<file path="src/rtl/ram64_bist_if.sv">
// Bus between the March BIST engine and its host / memory.
// The slave modport belongs to the BIST engine; the master modport belongs to
// whatever owns the memory and issues start requests.
interface ram64_bist_if;
    logic        start;
    logic [15:0] pat;
    logic [5:0]  mem_add;
    logic [15:0] mem_in;
    logic        mem_load;
    logic [15:0] mem_o;
    logic        busy;
    logic        done;
    logic        fail;
    logic [5:0]  fail_add;
    logic [15:0] fail_exp;
    logic [15:0] fail_act;
    logic [6:0]  err_cnt;

    modport slave (
        input  start, pat, mem_o,
        output mem_add, mem_in, mem_load, busy, done,
               fail, fail_add, fail_exp, fail_act, err_cnt
    );

    modport master (
        output start, pat, mem_o,
        input  mem_add, mem_in, mem_load, busy, done,
               fail, fail_add, fail_exp, fail_act, err_cnt
    );
endinterface

</file>
<file path="src/rtl/ram64_bist.sv">
// March BIST engine for a 64x16 single-port memory.
// Sequence: M0 up(wP), M1 up(rP,w~P), M2 down(r~P,wP), M3 down(rP).
// All memory-side outputs are registered and computed from the next state,
// so in a read cycle mem_in already carries the value the read is checked against.
module ram64_bist #(
    parameter bit STOP_ON_FAIL = 1'b0
) (
    input  logic         clk,
    input  logic         reset,
    ram64_bist_if.slave  bus
);

    typedef enum logic [3:0] {
        IDLE = 4'd0,
        M0_W = 4'd1,
        M1_R = 4'd2,
        M1_W = 4'd3,
        M2_R = 4'd4,
        M2_W = 4'd5,
        M3_R = 4'd6,
        DONE = 4'd7
    } state_t;

    state_t      state_r;
    state_t      next_state_s;
    logic [5:0]  addr_r;
    logic [5:0]  next_addr_s;
    logic [15:0] pat_r;
    logic [15:0] next_pat_s;
    logic [15:0] mem_in_r;
    logic        mem_load_r;
    logic        busy_r;
    logic        done_r;
    logic        fail_r;
    logic [5:0]  fail_add_r;
    logic [15:0] fail_exp_r;
    logic [15:0] fail_act_r;
    logic [6:0]  err_cnt_r;
    logic        accept_s;
    logic        mismatch_s;
    logic        stop_s;

    // Value driven on mem_in for a given state: write data or expected read data.
    function automatic logic [15:0] data_for(input state_t s, input logic [15:0] p);
        case (s)
            M0_W, M1_R, M2_W, M3_R: data_for = p;
            M1_W, M2_R:             data_for = ~p;
            default:                data_for = 16'h0000;
        endcase
    endfunction

    function automatic logic is_read(input state_t s);
        case (s)
            M1_R, M2_R, M3_R: is_read = 1'b1;
            default:          is_read = 1'b0;
        endcase
    endfunction

    function automatic logic is_write(input state_t s);
        case (s)
            M0_W, M1_W, M2_W: is_write = 1'b1;
            default:          is_write = 1'b0;
        endcase
    endfunction

    function automatic logic is_busy(input state_t s);
        case (s)
            M0_W, M1_R, M1_W, M2_R, M2_W, M3_R: is_busy = 1'b1;
            default:                            is_busy = 1'b0;
        endcase
    endfunction

    // Next-state, address and read-compare decode for the March sequence.
    always_comb begin
        accept_s     = 1'b0;
        next_state_s = state_r;
        next_addr_s  = addr_r;
        next_pat_s   = pat_r;
        if (is_read(state_r)) begin
            mismatch_s = (bus.mem_o != mem_in_r);
        end else begin
            mismatch_s = 1'b0;
        end
        stop_s = mismatch_s && STOP_ON_FAIL;
        case (state_r)
            IDLE, DONE: begin
                next_addr_s = 6'd0;
                if (bus.start) begin
                    accept_s     = 1'b1;
                    next_state_s = M0_W;
                    next_pat_s   = bus.pat;
                end else begin
                    next_state_s = state_r;
                end
            end
            M0_W: begin
                if (addr_r == 6'd63) begin
                    next_state_s = M1_R;
                    next_addr_s  = 6'd0;
                end else begin
                    next_addr_s  = addr_r + 6'd1;
                end
            end
            M1_R, M2_R: begin
                if (stop_s) begin
                    next_state_s = DONE;
                    next_addr_s  = 6'd0;
                end else begin
                    next_state_s = (state_r == M1_R) ? M1_W : M2_W;
                end
            end
            M1_W: begin
                if (addr_r == 6'd63) begin
                    next_state_s = M2_R;
                end else begin
                    next_state_s = M1_R;
                    next_addr_s  = addr_r + 6'd1;
                end
            end
            M2_W: begin
                if (addr_r == 6'd0) begin
                    next_state_s = M3_R;
                    next_addr_s  = 6'd63;
                end else begin
                    next_state_s = M2_R;
                    next_addr_s  = addr_r - 6'd1;
                end
            end
            M3_R: begin
                if (stop_s || (addr_r == 6'd0)) begin
                    next_state_s = DONE;
                    next_addr_s  = 6'd0;
                end else begin
                    next_addr_s  = addr_r - 6'd1;
                end
            end
            default: begin
                next_state_s = IDLE;
                next_addr_s  = 6'd0;
            end
        endcase
    end

    // State, registered memory-side outputs and first-failure capture.
    always_ff @(posedge clk) begin
        if (reset) begin
            state_r    <= IDLE;
            addr_r     <= 6'd0;
            pat_r      <= 16'h0000;
            mem_in_r   <= 16'h0000;
            mem_load_r <= 1'b0;
            busy_r     <= 1'b0;
            done_r     <= 1'b0;
            fail_r     <= 1'b0;
            fail_add_r <= 6'd0;
            fail_exp_r <= 16'h0000;
            fail_act_r <= 16'h0000;
            err_cnt_r  <= 7'd0;
        end else begin
            state_r    <= next_state_s;
            addr_r     <= next_addr_s;
            pat_r      <= next_pat_s;
            mem_in_r   <= data_for(next_state_s, next_pat_s);
            mem_load_r <= is_write(next_state_s);
            busy_r     <= is_busy(next_state_s);
            if (accept_s) begin
                done_r     <= 1'b0;
                fail_r     <= 1'b0;
                fail_add_r <= 6'd0;
                fail_exp_r <= 16'h0000;
                fail_act_r <= 16'h0000;
                err_cnt_r  <= 7'd0;
            end else begin
                // done trails entry into DONE by one edge
                done_r <= (state_r == DONE);
                if (mismatch_s) begin
                    fail_r <= 1'b1;
                    if (!fail_r) begin
                        fail_add_r <= addr_r;
                        fail_exp_r <= mem_in_r;
                        fail_act_r <= bus.mem_o;
                    end
                    if (err_cnt_r != 7'd127) begin
                        err_cnt_r <= err_cnt_r + 7'd1;
                    end
                end
            end
        end
    end

    assign bus.mem_add  = addr_r;
    assign bus.mem_in   = mem_in_r;
    assign bus.mem_load = mem_load_r;
    assign bus.busy     = busy_r;
    assign bus.done     = done_r;
    assign bus.fail     = fail_r;
    assign bus.fail_add = fail_add_r;
    assign bus.fail_exp = fail_exp_r;
    assign bus.fail_act = fail_act_r;
    assign bus.err_cnt  = err_cnt_r;

endmodule

</file>
<file path="src/flat_wrapper.sv">
// flat-port wrapper written by rule: the top's interface ports become plain ports
module ram64_bist_flat 
#(
    parameter bit STOP_ON_FAIL = 1'b0
)
  (clk, reset, bus_start, bus_pat, bus_mem_o, bus_mem_add, bus_mem_in, bus_mem_load, bus_busy, bus_done, bus_fail, bus_fail_add, bus_fail_exp, bus_fail_act, bus_err_cnt);
  ram64_bist_if bus_i ();
  input  logic clk;
  input  logic reset;
  input wire logic [$bits(bus_i.start)-1:0] bus_start;
  input wire logic [$bits(bus_i.pat)-1:0] bus_pat;
  input wire logic [$bits(bus_i.mem_o)-1:0] bus_mem_o;
  output wire logic [$bits(bus_i.mem_add)-1:0] bus_mem_add;
  output wire logic [$bits(bus_i.mem_in)-1:0] bus_mem_in;
  output wire logic [$bits(bus_i.mem_load)-1:0] bus_mem_load;
  output wire logic [$bits(bus_i.busy)-1:0] bus_busy;
  output wire logic [$bits(bus_i.done)-1:0] bus_done;
  output wire logic [$bits(bus_i.fail)-1:0] bus_fail;
  output wire logic [$bits(bus_i.fail_add)-1:0] bus_fail_add;
  output wire logic [$bits(bus_i.fail_exp)-1:0] bus_fail_exp;
  output wire logic [$bits(bus_i.fail_act)-1:0] bus_fail_act;
  output wire logic [$bits(bus_i.err_cnt)-1:0] bus_err_cnt;
  assign bus_i.start = bus_start;
  assign bus_i.pat = bus_pat;
  assign bus_i.mem_o = bus_mem_o;
  assign bus_mem_add = bus_i.mem_add;
  assign bus_mem_in = bus_i.mem_in;
  assign bus_mem_load = bus_i.mem_load;
  assign bus_busy = bus_i.busy;
  assign bus_done = bus_i.done;
  assign bus_fail = bus_i.fail;
  assign bus_fail_add = bus_i.fail_add;
  assign bus_fail_exp = bus_i.fail_exp;
  assign bus_fail_act = bus_i.fail_act;
  assign bus_err_cnt = bus_i.err_cnt;
  ram64_bist #(.STOP_ON_FAIL(STOP_ON_FAIL)) u_core (.clk(clk), .reset(reset), .bus(bus_i));
endmodule
</file>
<file path="config.mk">
export PLATFORM = sky130hd
export DESIGN_NAME = ram64_bist_flat
export DESIGN_NICKNAME = d
export VERILOG_FILES = /design/src/rtl/ram64_bist_if.sv /design/src/rtl/ram64_bist.sv /design/src/flat_wrapper.sv
export SDC_FILE = /design/constraint.sdc
export NUM_CORES = 1
export LEC_CHECK = 0
export ABC_AREA = 1
export CORE_ASPECT_RATIO = 1.4
export CORE_MARGIN = 8
export CORE_UTILIZATION = 56
export CTS_BUF_LIST = sky130_fd_sc_hd__clkbuf_4
export DETAILED_ROUTE_END_ITERATION = 10
export PLACE_DENSITY_LB_ADDON = 0.2
export SETUP_SLACK_MARGIN = 0.02
export SYNTH_ARGS = -nofsm -noshare
export SYNTH_HDL_FRONTEND = slang
export SYNTH_SLANG_ARGS = --single-unit
</file>
<file path="constraint.sdc">
create_clock -name clk -period 2.86 [get_ports clk]
set_input_delay 0.572 -clock clk [delete_from_list [all_inputs] [get_ports clk]]
set_output_delay 0.572 -clock clk [all_outputs]
set_load 0.02 [all_outputs]
</file>
# After elaboration in Yosys (flattened, before gate mapping)

Index checks and enable logic that the tools add are counted.

Register bits: 91
Output and inout bits: 71
Logic and storage cells: 69

Add/subtract/negate cells: 3
Eq/ne operators: 17
Mux-type cells: 21
Bitwise gates (word level): 3
Reduce and logical (&&, ||, !) cells: 13

Operators with widths:

| kind                                              | number |
|---|---|
| 2-to-1 mux 16 bit                                 | 2 |
| case mux 16 bit (2 select lines)                  | 1 |
| case mux 6 bit (5 select lines)                   | 1 |
| == test 4 x 3 -> 1 bit (second input constant)    | 7 |
| 2-to-1 mux 6 bit                                  | 4 |
| case mux 4 bit (6 select lines)                   | 1 |
| == test 4 x 2 -> 1 bit (second input constant)    | 4 |
| inequality test 16 bit                            | 1 |
| NOT 16 bit                                        | 1 |
| 2-to-1 mux 4 bit                                  | 3 |
| == test 4 x 1 -> 1 bit (second input constant)    | 2 |
| OR reduction 2 bit                                | 4 |
| adder 7 x 1 -> 7 bit (second input constant)      | 1 |
| inequality test 7 bit (second input constant)     | 1 |
| adder 6 x 1 -> 6 bit (second input constant)      | 1 |
| == test 6 bit (second input constant)             | 1 |
| zero test 6 bit                                   | 1 |
| 2-to-1 mux 1 bit                                  | 6 |
| 2-to-1 mux 3 bit                                  | 2 |
| AND reduction 2 bit                               | 3 |
| OR reduction 3 bit                                | 2 |
| OR reduction 6 bit                                | 1 |
| subtractor 6 x 1 -> 6 bit (second input constant) | 1 |
| zero test 4 bit                                   | 1 |
| other kinds (4)                                   | 5 |

# Longest topological paths before layout

Gate-level depths: netlist of run 1.

Depth after elaboration: 6
Mapped depth: 13

# Least setup slack after synthesis of run 1

No wires, ideal clock.

Kind: reg-to-reg
Start point: register u_core.addr_r[0] (netlist: u_core.bus.mem_add[0])
End point: register u_core.busy_r (netlist: u_core.bus.busy)
Library setup time: 109 ps
Arrival: 1698 ps
Required time: 2751 ps
Path slack: 1053 ps
Cell stages (with the launch flop): 12
Clock period less this slack: 1807 ps
Cell sequence: dfxtp_1 -> ha_1 -> nand3_2 -> o21ai_1 -> nand2_1 -> nor2_2 -> nand2_2 -> nand2_4 -> buf_6 -> nand3_1 -> nand2_1 -> inv_1

Cells in the longest elaborated chain, start to end: 6
Elaborated cells on any way between the ends: 15
Classes of those cells: 7 x eq/ne; 6 x mux; 2 x reduce/logical

Ends and longest elaborated chain:

| item                                             | line              | RTL |
|---|---|---|
| from (decl)                                      | ram64_bist.sv:26  | `logic [5:0] addr_r;` |
| from (signal assigned)                           | ram64_bist.sv:161 | `addr_r <= next_addr_s;` |
| == test 6 bit or zero test 6 bit (tied branches) | -                 |  |
| 2-to-1 mux 4 bit (tied with other cells)         | ram64_bist.sv:97  | `if (addr_r == 6'd63) begin` |
| case mux 4 bit (6 select lines) *                | ram64_bist.sv:85  | `case (state_r)` |
| == test 4 x 1 -> 1 bit (tied with other cells)   | ram64_bist.sv:67  | `case (s)` |
| OR reduction 6 bit *                             | ram64_bist.sv:67  |  |
| 2-to-1 mux 1 bit *                               | ram64_bist.sv:67  |  |
| to (signal assigned)                             | ram64_bist.sv:165 | `busy_r <= is_busy(next_state_s);` |
| to (decl)                                        | ram64_bist.sv:32  | `logic busy_r;` |

Mark *: on every way between the ends. The rest lies on a longest branch, timed or not.
A chain may end at the register's enable or synchronous reset.

# Final worst setup path of run 1

Start point: register u_core.addr_r[2] (netlist: u_core.bus.mem_add[2])
End point: output port bus_mem_add[2]

RTL lines:

| item      | line               | RTL |
|---|---|---|
| to (decl) | flat_wrapper.sv:13 | `output wire logic [$bits(bus_i.mem_add)-1:0] bus_mem_add;` |

No word-level cell between the ends.

==> out/qor.csv, run 1 <==
metric;value;unit
CTS tree;yes;
Post-Route WL;11.9;mm
f_max;437;MHz
crit path DAT;1710;ps
crit path kind;reg -> out;
area leader, netlist;dfxtp_1;
core footprint;7750;um2
Rows;38;
initial core utilization;57.3;%
# IOs;106;
Port Buffer Count;105;
CP max stage cell;clkdlybuf4s50_1;
RePlAce Congestion;0.926;
Final Max Slew Viols;0;
share of layout cells above drive strength 1;6.06;%
Routed Antenna Nets;0;
Avg Inst Size Synth;6.70;um2
Post-synth EDFFs;0;
dominant cells by area after synthesis;dfxtp_1 41%, nand2_1 16%, nor2_1 7.4%;
status;completed;
Setup Fix Bufs, Post-CTS;0;
Critical path buffers and inverters;1;
Synth Area in Compound Gates;9.97;%
crit path time final;2290;ps
Net Sw Power;0.585;mW
VDD IR max;0.304;mV
met2 wire len;5.89;mm
Synth Area in XOR/XNOR;1.77;%
RSZ-0062 raised after global routing;false;
Power Dens Cells;391;nW/um2
clock network fraction of design power;27.9;%
DRT Pass-1 Iters;5;
most common cell in the netlist;nand2_1;
total number of vias;4537;
DR vias/cell;5.28;
Slew headroom;54.6;%
critical path peak fanout;9;
mux cell area share after synthesis;0;%
CTS max path bufs;2;
Yosys Warn Count;0;
CTS resizes;0;
Yosys cell types;30;
H-tree Lvls;3;
sequential area share after synthesis;41.0;%
Synth top cells by count;189 x nand2_1, 91 x dfxtp_1, 87 x nor2_1;
cell count after placement;844;
DRC errors left;0;
all-layer global routing usage;21.5;%
CP peak stage delay;690;ps
Adder-Cell Fraction of Synth Area;0.845;%
Internal;1.61;mW
largest net degree at the start of global routing;47;
asr flop ratio synth;0;%
Antenna diodes;0;
maxcap violations;0;
cell area after synthesis;4440;um2
post-synthesis register bit count;91;
CP Cell Sequence;clkdlybuf4s50_1;
Layout area overhead;26.1;%
setup TNS;0;ps
Hold Path Class;reg -> reg;
Num CTS Buffers;9;
met3 routed WL;840;um
leakage power;2.30;nW
skew final;12.5;ps
Sw Ratio;26.7;%
first-pass GRT wire length;19.9;mm
final hold viol count;0;
Die W;91.3;um
M1 WL;4.86;mm
fin cells;859;
WL/cell;13.9;um
top_reg_cell synth;dfxtp_1;
sequential power share;59.9;%
Least-Margin Pin Slew;679;ps
Final #Nets;793;
CTS Root Buffer Type;clkbuf_4;
DR top layer;met4;
Overflow after GRT;0;
setup violators final;0;
post-synth top area share;41.0;%
antenna violations before repair;0;
main combinational cell family by area after synthesis;simple AND/OR/NAND/NOR gates;
cell count along the critical path;1;
syn nets;701;
worst endpoint required time;2290;ps
die footprint;11100;um2
CP top delay family;buffers and inverters;
Logic pwr share;12.1;%
die height;121;um
Detailed Route Iter0 Violations;313;
Post-Syn Instances;663;
Critical Path End Type;output pin;
WHS Path Cells;2;
Clk Latency, worst-skew pair;440;ps
Reg2Reg Setup Slack;770;ps
worst reg2reg path depth;8;
post-synthesis simple-gate area fraction;34.8;%
vias in the first global route;4307;
clock sink total;91;
clk slew on worst S/H paths;130;ps
final worst-path cycle share;79.9;%
CTS Hold Bufs;0;
Detail Placement HPWL;8.83;mm
Startpoint Class;register;
## sequential cells by signal, summed over array words and instances (netlist names)
| register | count |
|---|---|
| u_core.bus.mem_in | 16 |
| u_core.bus.fail_exp | 16 |
| u_core.bus.fail | 1 |
| u_core.bus.busy | 1 |
| u_core.bus.err_cnt | 7 |
| u_core.bus.done | 1 |
| u_core.bus.fail_act | 16 |
| u_core.bus.fail_add | 6 |
| u_core.bus.mem_add | 6 |
| u_core.state_r | 4 |
| u_core.pat_r | 16 |
| u_core.bus.mem_load | 1 |
## per-layer routing
| metal | vias up | GRT usage (%) |
|---|---|---|
| met5 | - | 0 |
| met4 | 0 | 8.53 |
| met3 | 27 | 5.08 |
| met2 | 176 | 36.5 |
| met1 | 2062 | 25.4 |
| li1 | 2272 | - |
## cells in the final DEF, fill, tap and decap left out
cell type and count:
nand2_4 2, clkdlybuf4s50_1 105, dfxtp_1 91, o21ai_2 3, nand3b_1 1, a21boi_0 1, nor3_1 3, ha_1 3
conb_1 1, clkbuf_4 12, nor2_2 6, nand4_1 46, clkinv_2 1, inv_1 83, a31oi_1 1, nand3_2 2
xor2_1 9, nor2_4 2, nand3_1 13, inv_2 3, o21ai_1 14, nor2_1 87, clkinv_1 1, o21ai_0 6
a22oi_1 1, nand2_1 189, clkinvlp_4 1, a21oi_1 56, o221ai_1 1, nand2_2 5, o22ai_1 1, buf_4 9
## area by class of cell
class                           instances  area, um2
Timing Repair Buffer                  114       1120
Clock buffer                           12       90.1
Tap cell                              100        125
Fill cell                             639       2150
Multi-Input combinational cell        453       2110
Inverter                               86        323
Clock inverter                          3       16.3
Sequential cell                        91       1820
## worst paths after layout
kind	to	from
setup reg to reg	u_core.bus.fail_act[9]	u_core.state_r[1]
hold / removal	u_core.bus.fail_act[10]	u_core.bus.fail_act[10]
setup / recovery	bus_mem_add[2]	u_core.bus.mem_add[2]
hold reg to reg	u_core.bus.fail_act[10]	u_core.bus.fail_act[10]
## power groups by stage
stage / Combinational (mW) / Sequential (mW) / Clock [mW]
finish: 0.266 / 1.31 / 0.613
global route: 0.297 / 1.32 / 0.679
CTS: 0.266 / 1.31 / 0.627
floorplan: 0.142 / 1.35 / 0
detailed placement: 0.264 / 1.34 / 0
global placement: 0.256 / 1.34 / 0
## stage by stage
step                      total power [mW]  hold slack, ps  util, %  instance area, um2  worst slack [ps]
after floorplan                       1.49             517        -                4440              1050
after global placement                1.60             448     70.9                5500               557
after detailed placement              1.61             453     70.9                5500               424
after CTS                             2.21             472     72.3                5600               539
after global routing                  2.29             500     72.3                5600               487
final                                 2.19             469     72.3                5600               574
## cell families (layout without fill, tap and decap cells)
kind of cell / count (synthesis) / count (layout)
XOR/XNOR: 9 / 9
AND/OR/NAND/NOR: 356 / 356
adder cells (fa/ha/maj): 3 / 3
AO/OA/AOI/OAI: 84 / 84
flip-flops: 91 / 91
buffers and inverters: 119 / 215
other: 1 / 1
Power figures use the tool's default switching activity.
==> run 2: changes to the inputs <==
--- a/config.mk
+++ b/config.mk
@@ -8,7 +8,7 @@
 export ABC_AREA = 1
 export CORE_ASPECT_RATIO = 1.4
 export CORE_MARGIN = 8
-export CORE_UTILIZATION = 56
+export CORE_UTILIZATION = 47
 export CTS_BUF_LIST = sky130_fd_sc_hd__clkbuf_4
 export DETAILED_ROUTE_END_ITERATION = 10
 export PLACE_DENSITY_LB_ADDON = 0.2
==> constraint.sdc (replaced) <==
create_clock -name clk -period 2 [get_ports clk]
set_input_delay 0.4 -clock clk [delete_from_list [all_inputs] [get_ports clk]]
set_output_delay 0.4 -clock clk [all_outputs]
set_load 0.02 [all_outputs]
==> run 2 against run 1 <==
Effect of this change:
- final cell count is 2.4% higher
- worst hold slack hardly changed
- clock skew fell by 2.5 ps
- flip-flop and latch count unchanged
- combinational power increased by 45%
- total power is 50% higher
==> out/qor.csv, run 2 (same netlist as run 1, synthesis figures left out) <==
metric;value;unit;change
CP peak stage delay;640;ps;-50 ps
Overflow after GRT;0;;unchanged
vias in the first global route;4145;;-3.8%
antenna violations before repair;1;;+1
worst endpoint required time;1600;ps;-690 ps
H-tree Lvls;3;;unchanged
cell count after placement;864;;+2.4%
Critical Path End Type;output pin;;
share of layout cells above drive strength 1;8.06;%;+2.0 points
CTS max path bufs;2;;unchanged
post-route setup slack;80.7;ps;-493 ps
CTS tree;yes;;
Setup Fix Bufs, Post-CTS;0;;unchanged
Clk Latency, worst-skew pair;440;ps;about the same
clock sink total;91;;unchanged
Rows;42;;+11%
# IOs;106;;unchanged
RSZ-0062 raised after global routing;false;;
Num CTS Buffers;9;;unchanged
Hold Path Class;reg -> reg;;
leakage power;2.56;nW;+11%
RePlAce Congestion;0.911;;-1.6%
die height;131;um;+8.0%
CP top delay family;buffers and inverters;;
all-layer global routing usage;18.2;%;-3.3 points
DRT Pass-1 Iters;5;;unchanged
Critical path buffers and inverters;1;;unchanged
Power Dens Cells;568;nW/um2;+45%
commonest non-fill, non-tap cell in the layout;nand2_1;;
f_max;521;MHz;
Layout area overhead;30.6;%;
filler instances;857;;+34%
skew final;9.96;ps;-2.54 ps
core footprint;9350;um2;+21%
Port Buffer Count;105;;unchanged
Detailed Route Iter0 Violations;269;;-14%
Startpoint Class;register;;
Post-Route WL;11.7;mm;-1.7%
total number of vias;4483;;-1.2%
fin cells;880;;+2.4%
Detail Placement HPWL;8.51;mm;-3.5%
Routed Antenna Nets;0;;unchanged
VDD IR max;0.436;mV;+43%
commonest non-fill, non-tap cells in the layout;188 x nand2_1, 93 x clkdlybuf4s50_1, 87 x nor2_1, 87 x dfxtp_1, 83 x inv_1;;
final worst-path cycle share;96.0;%;
CTS Root Buffer Type;clkbuf_4;;
DRC errors left;0;;unchanged
Placement Setup Slack;-123;ps;-547 ps
first-pass GRT wire length;19.2;mm;-3.7%
Final Max Slew Viols;0;;unchanged
crit path DAT;1520;ps;-190 ps
CP Cell Sequence;clkdlybuf4s50_1;;
crit path kind;reg -> out;;
initial core utilization;47.5;%;-9.8 points
maxcap violations;0;;unchanged
Power Total;3.30;mW;+50%
clk slew on worst S/H paths;140;ps;about the same
largest net degree at the start of global routing;47;;unchanged
DR vias/cell;5.09;;-3.5%
status;completed;;
critical path peak fanout;4;;-5
die footprint;12900;um2;+16%
WL/cell;13.3;um;-4.0%
CP max stage cell;clkdlybuf4s50_1;;
final hold viol count;0;;unchanged
crit path time final;1920;ps;
final design utilization;62.0;%;-10 points
Die W;98.2;um;+7.5%
setup violators final;0;;unchanged
Final #Nets;803;;+1.3%
==> run 2: cell types whose count changed in the layout (fill, tap and decap cells not counted), sizes merged, moves of 2 or more <==
cell,previous run,this run
buf,9,19
clkbuf,12,10
clkdlybuf4s50,105,93
clkinv,2,0
dlygate4sd2,0,3
dlymetal6s2s,0,9
inv,86,88
==> run 2: final timing paths <==
check             slack (ps)                      to                    from  cells past startpoint
setup reg to reg         210    u_core.bus.mem_in[5]   u_core.bus.mem_add[0]                      9
hold / removal           470  u_core.bus.fail_act[9]  u_core.bus.fail_act[9]                      2
setup / recovery          80           bus_mem_in[7]    u_core.bus.mem_in[7]                      1
hold reg to reg          470  u_core.bus.fail_act[9]  u_core.bus.fail_act[9]                      2
==> run 2: metrics by stage <==
| step | TNS, ps | area [um2] | hold slack, ps |
|---|---|---|---|
| 5_1_grt | 0 | 5800 | 487 |
| 6_report | 0 | 5800 | 469 |
| 2_1_floorplan | 0 | 4440 | 517 |
| 4_1_cts | 0 | 5770 | 470 |
| 3_3_place_gp | -2090 | 5630 | 447 |
| 3_5_place_dp | -3890 | 5630 | 451 |
==> run 2: where the power goes <==
group / internal [mW] / switching [mW] / total (mW) / leakage [nW]
Clock: 0.398 / 0.631 / 1.03 / 0.0695
Sequential: 1.85 / 0.0306 / 1.88 / 0.739
Combinational: 0.173 / 0.214 / 0.386 / 1.75
==> run 2: what timing repair did <==
| action | 4_1_cts | 5_1_grt |
|---|---|---|
| hold buffers | 0 | 0 |
| setup endpoints to repair | 5 | 17 |
| pin swaps | 0 | 0 |
| gates resized for setup | 6 | 11 |
==> run 2: final cells by class <==
cell class | count | area (um2) | area share (%)
repair buffers | 124 | 1260 | 21.8
well taps | 110 | 138 | 2.37
multi-input cells | 453 | 2110 | 36.4
inverters | 86 | 323 | 5.57
flip-flops and latches | 91 | 1830 | 31.5
clock inverters | 5 | 62.6 | 1.08
diodes | 1 | 2.50 | 0.0431
clock buffers | 10 | 75.1 | 1.29
==> run 2: metal layers <==
layer  global-route usage [%]  up-vias  wire length [um]
li1                         -     2299                 -
met5                        0        -                 0
met2                     30.4      150              5470
met3                     3.50       17               700
met1                     22.3     2017              5320
met4                     8.16        0               217
==> run 3: changes to the inputs <==
--- a/config.mk
+++ b/config.mk
@@ -11,7 +11,9 @@
 export CORE_UTILIZATION = 47
 export CTS_BUF_LIST = sky130_fd_sc_hd__clkbuf_4
 export DETAILED_ROUTE_END_ITERATION = 10
+export MAX_ROUTING_LAYER = met4
 export PLACE_DENSITY_LB_ADDON = 0.2
+export RECOVER_POWER = 100
 export SETUP_SLACK_MARGIN = 0.02
 export SYNTH_ARGS = -nofsm -noshare
 export SYNTH_HDL_FRONTEND = slang
==> run 3 against run 2 <==
Effect of this change:
- sequential power is essentially flat
- non-clock buffer count unchanged
- clock skew increased by 6.3 ps
- critical endpoint is now bus_mem_add[5]
- highest routed layer unchanged
==> out/qor.csv, run 3 (same netlist as run 1, synthesis figures left out) <==
metric;value;unit;change
CP peak stage delay;650;ps;about the same
VDD IR max;0.356;mV;-18%
crit path kind;reg -> out;;
Detail Placement HPWL;8.74;mm;+2.7%
clock sink total;91;;unchanged
Reg2Reg Setup Slack;170;ps;-40 ps
CP Cell Sequence;clkdlybuf4s50_1;;
die footprint;12900;um2;unchanged
post-route design area;5710;um2;-1.6%
worst endpoint required time;1600;ps;about the same
dpl cell area;5620;um2;-0.22%
Hold WS;466;ps;-2.24 ps
RSZ-0062 raised after global routing;false;;
# IOs;106;;unchanged
initial core utilization;47.5;%;unchanged
crit path launch;u_core.bus.mem_add[5];;
Final Max Slew Viols;0;;unchanged
FF-to-FF End;u_core.bus.busy;;
antenna violations before repair;1;;unchanged
commonest non-fill, non-tap cell in the layout;nand2_1;;
H-tree Lvls;3;;unchanged
end point of the critical path;bus_mem_add[5];;
post-route setup slack;62.5;ps;-18.2 ps
Post-Route WL;11.9;mm;+1.6%
Layout area overhead;28.5;%;
CTS max path bufs;2;;unchanged
commonest non-fill, non-tap cells in the layout;188 x nand2_1, 87 x nor2_1, 87 x dfxtp_1;;
CTS Root Buffer Type;clkbuf_4;;
core footprint;9350;um2;unchanged
largest net degree at the start of global routing;47;;unchanged
met3 routed WL;870;um;+24%
crit path DAT;1540;ps;+20 ps
M1 WL;5.14;mm;-3.3%
Die W;98.2;um;unchanged
DRT Pass-1 Iters;5;;unchanged
Startpoint Class;register;;
FF+latch area;1830;um2;+0.14%
clk slew on worst S/H paths;150;ps;about the same
RePlAce Congestion;0.946;;+3.8%
CTS Hold Bufs;0;;unchanged
DR vias/cell;5.19;;+1.9%
cell count along the critical path;1;;unchanged
Critical Path End Type;output pin;;
final hold viol count;0;;unchanged
status;completed;;
Clk Latency, worst-skew pair;450;ps;about the same
share of layout cells above drive strength 1;7.79;%;-0.27 points
CP top delay family;buffers and inverters;;
setup violators final;0;;unchanged
Placement Setup Slack;-146;ps;-22.9 ps
Power Dens Cells;556;nW/um2;-2.1%
worst reg2reg path depth;10;;+1
WL/cell;13.5;um;+1.5%
critical path peak fanout;8;;+4
CP max stage cell;clkdlybuf4s50_1;;
Routed Antenna Nets;0;;unchanged
Port Buffer Count;105;;unchanged
maxcap violations;0;;unchanged
Detailed Route Iter0 Violations;273;;+1.5%
leakage power;2.53;nW;-1.2%
crit path time final;1940;ps;+18.2 ps
Rows;42;;unchanged
Hold Path Class;reg -> reg;;
final design utilization;61.0;%;-0.98 points
Power Total;3.18;mW;-3.6%
total number of vias;4575;;+2.1%
first-pass GRT wire length;19.2;mm;+0.22%
DR top layer;met4;;
skew final;16.2;ps;+6.27 ps
Num CTS Buffers;9;;unchanged
Final #Nets;803;;unchanged
CTS tree;yes;;
final worst-path cycle share;96.9;%;+0.91 points
met2 wire len;5.62;mm;+2.9%
Overflow after GRT;0;;unchanged
Critical path buffers and inverters;1;;unchanged
Reg-to-Reg Start;u_core.bus.mem_add[1];;
vias in the first global route;4197;;+1.3%
all-layer global routing usage;18.7;%;+0.53 points
filler instances;888;;+3.6%
die height;131;um;unchanged
f_max;516;MHz;-0.94%
DRC errors left;0;;unchanged
area of the multi-input gates;2110;um2;-0.12%
run 3: cell types whose count changed in the layout (fill, tap and decap cells not counted), moves of 4 or more:
cell / change
o21ai_1: -13
o21ai_0: +15
dlygate4sd3_1: +42
dlymetal6s2s_1: -9
clkbuf_1: +4
clkdlybuf4s50_1: -39
run 3: where the power goes:
group / switching [mW] / total, mW / internal, mW / leakage, nW
combinational: 0.208 / 0.371 / 0.163 / 1.72
sequential: 0.0307 / 1.88 / 1.85 / 0.739
clock: 0.662 / 0.926 / 0.265 / 0.0654
run 3: metal layers:
layer	up-vias	track usage (%)
met2	180	30.5
met3	24	3.87
li1	2305	-
met1	2066	21.6
met4	0	9.34
met5	-	-
run 3: final cells by class:
cell class / count / share of cell area (%)
multi-input cells: 453 / 36.9
flip-flops and latches: 91 / 32.0
repair buffers: 124 / 20.8
inverters: 86 / 5.65
well taps: 110 / 2.41
clock buffers: 9 / 1.18
clock inverters: 7 / 0.942
diodes: 1 / 0.0438
run 3: tightest hold or removal path, stage by stage (launching register included):
cell,delay [ps]
dfxtp_1,330
nand2_1,60
a21oi_1,50
run 3: how the worst min path moves through the flow:
| stage | startpoint | endpoint | slack, ps | cells after the start |
|---|---|---|---|---|
| 2_1_floorplan | u_core.pat_r[2] | u_core.pat_r[2] | 520 | 4 |
| 3_3_place_gp | u_core.bus.fail_act[10] | u_core.bus.fail_act[10] | 450 | 2 |
| 3_5_place_dp | u_core.bus.fail_act[10] | u_core.bus.fail_act[10] | 450 | 2 |
| 4_1_cts | u_core.bus.fail_act[10] | u_core.bus.fail_act[10] | 470 | 2 |
| 5_1_grt | u_core.bus.fail_act[15] | u_core.bus.fail_act[15] | 490 | 2 |
| 6_report | u_core.bus.fail_act[9] | u_core.bus.fail_act[9] | 470 | 2 |
run 3: metrics by stage:
stage          TNS [ps]  cells
2_1_floorplan         0    663
3_3_place_gp      -2420    864
3_5_place_dp      -4790    864
4_1_cts               0    880
5_1_grt               0    881
6_report              0    881
run 3: what timing repair did:
action / in CTS / in global routing
gates resized for setup: 8 / 9
setup endpoints to repair: 7 / 30
buffers inserted: 0 / 0
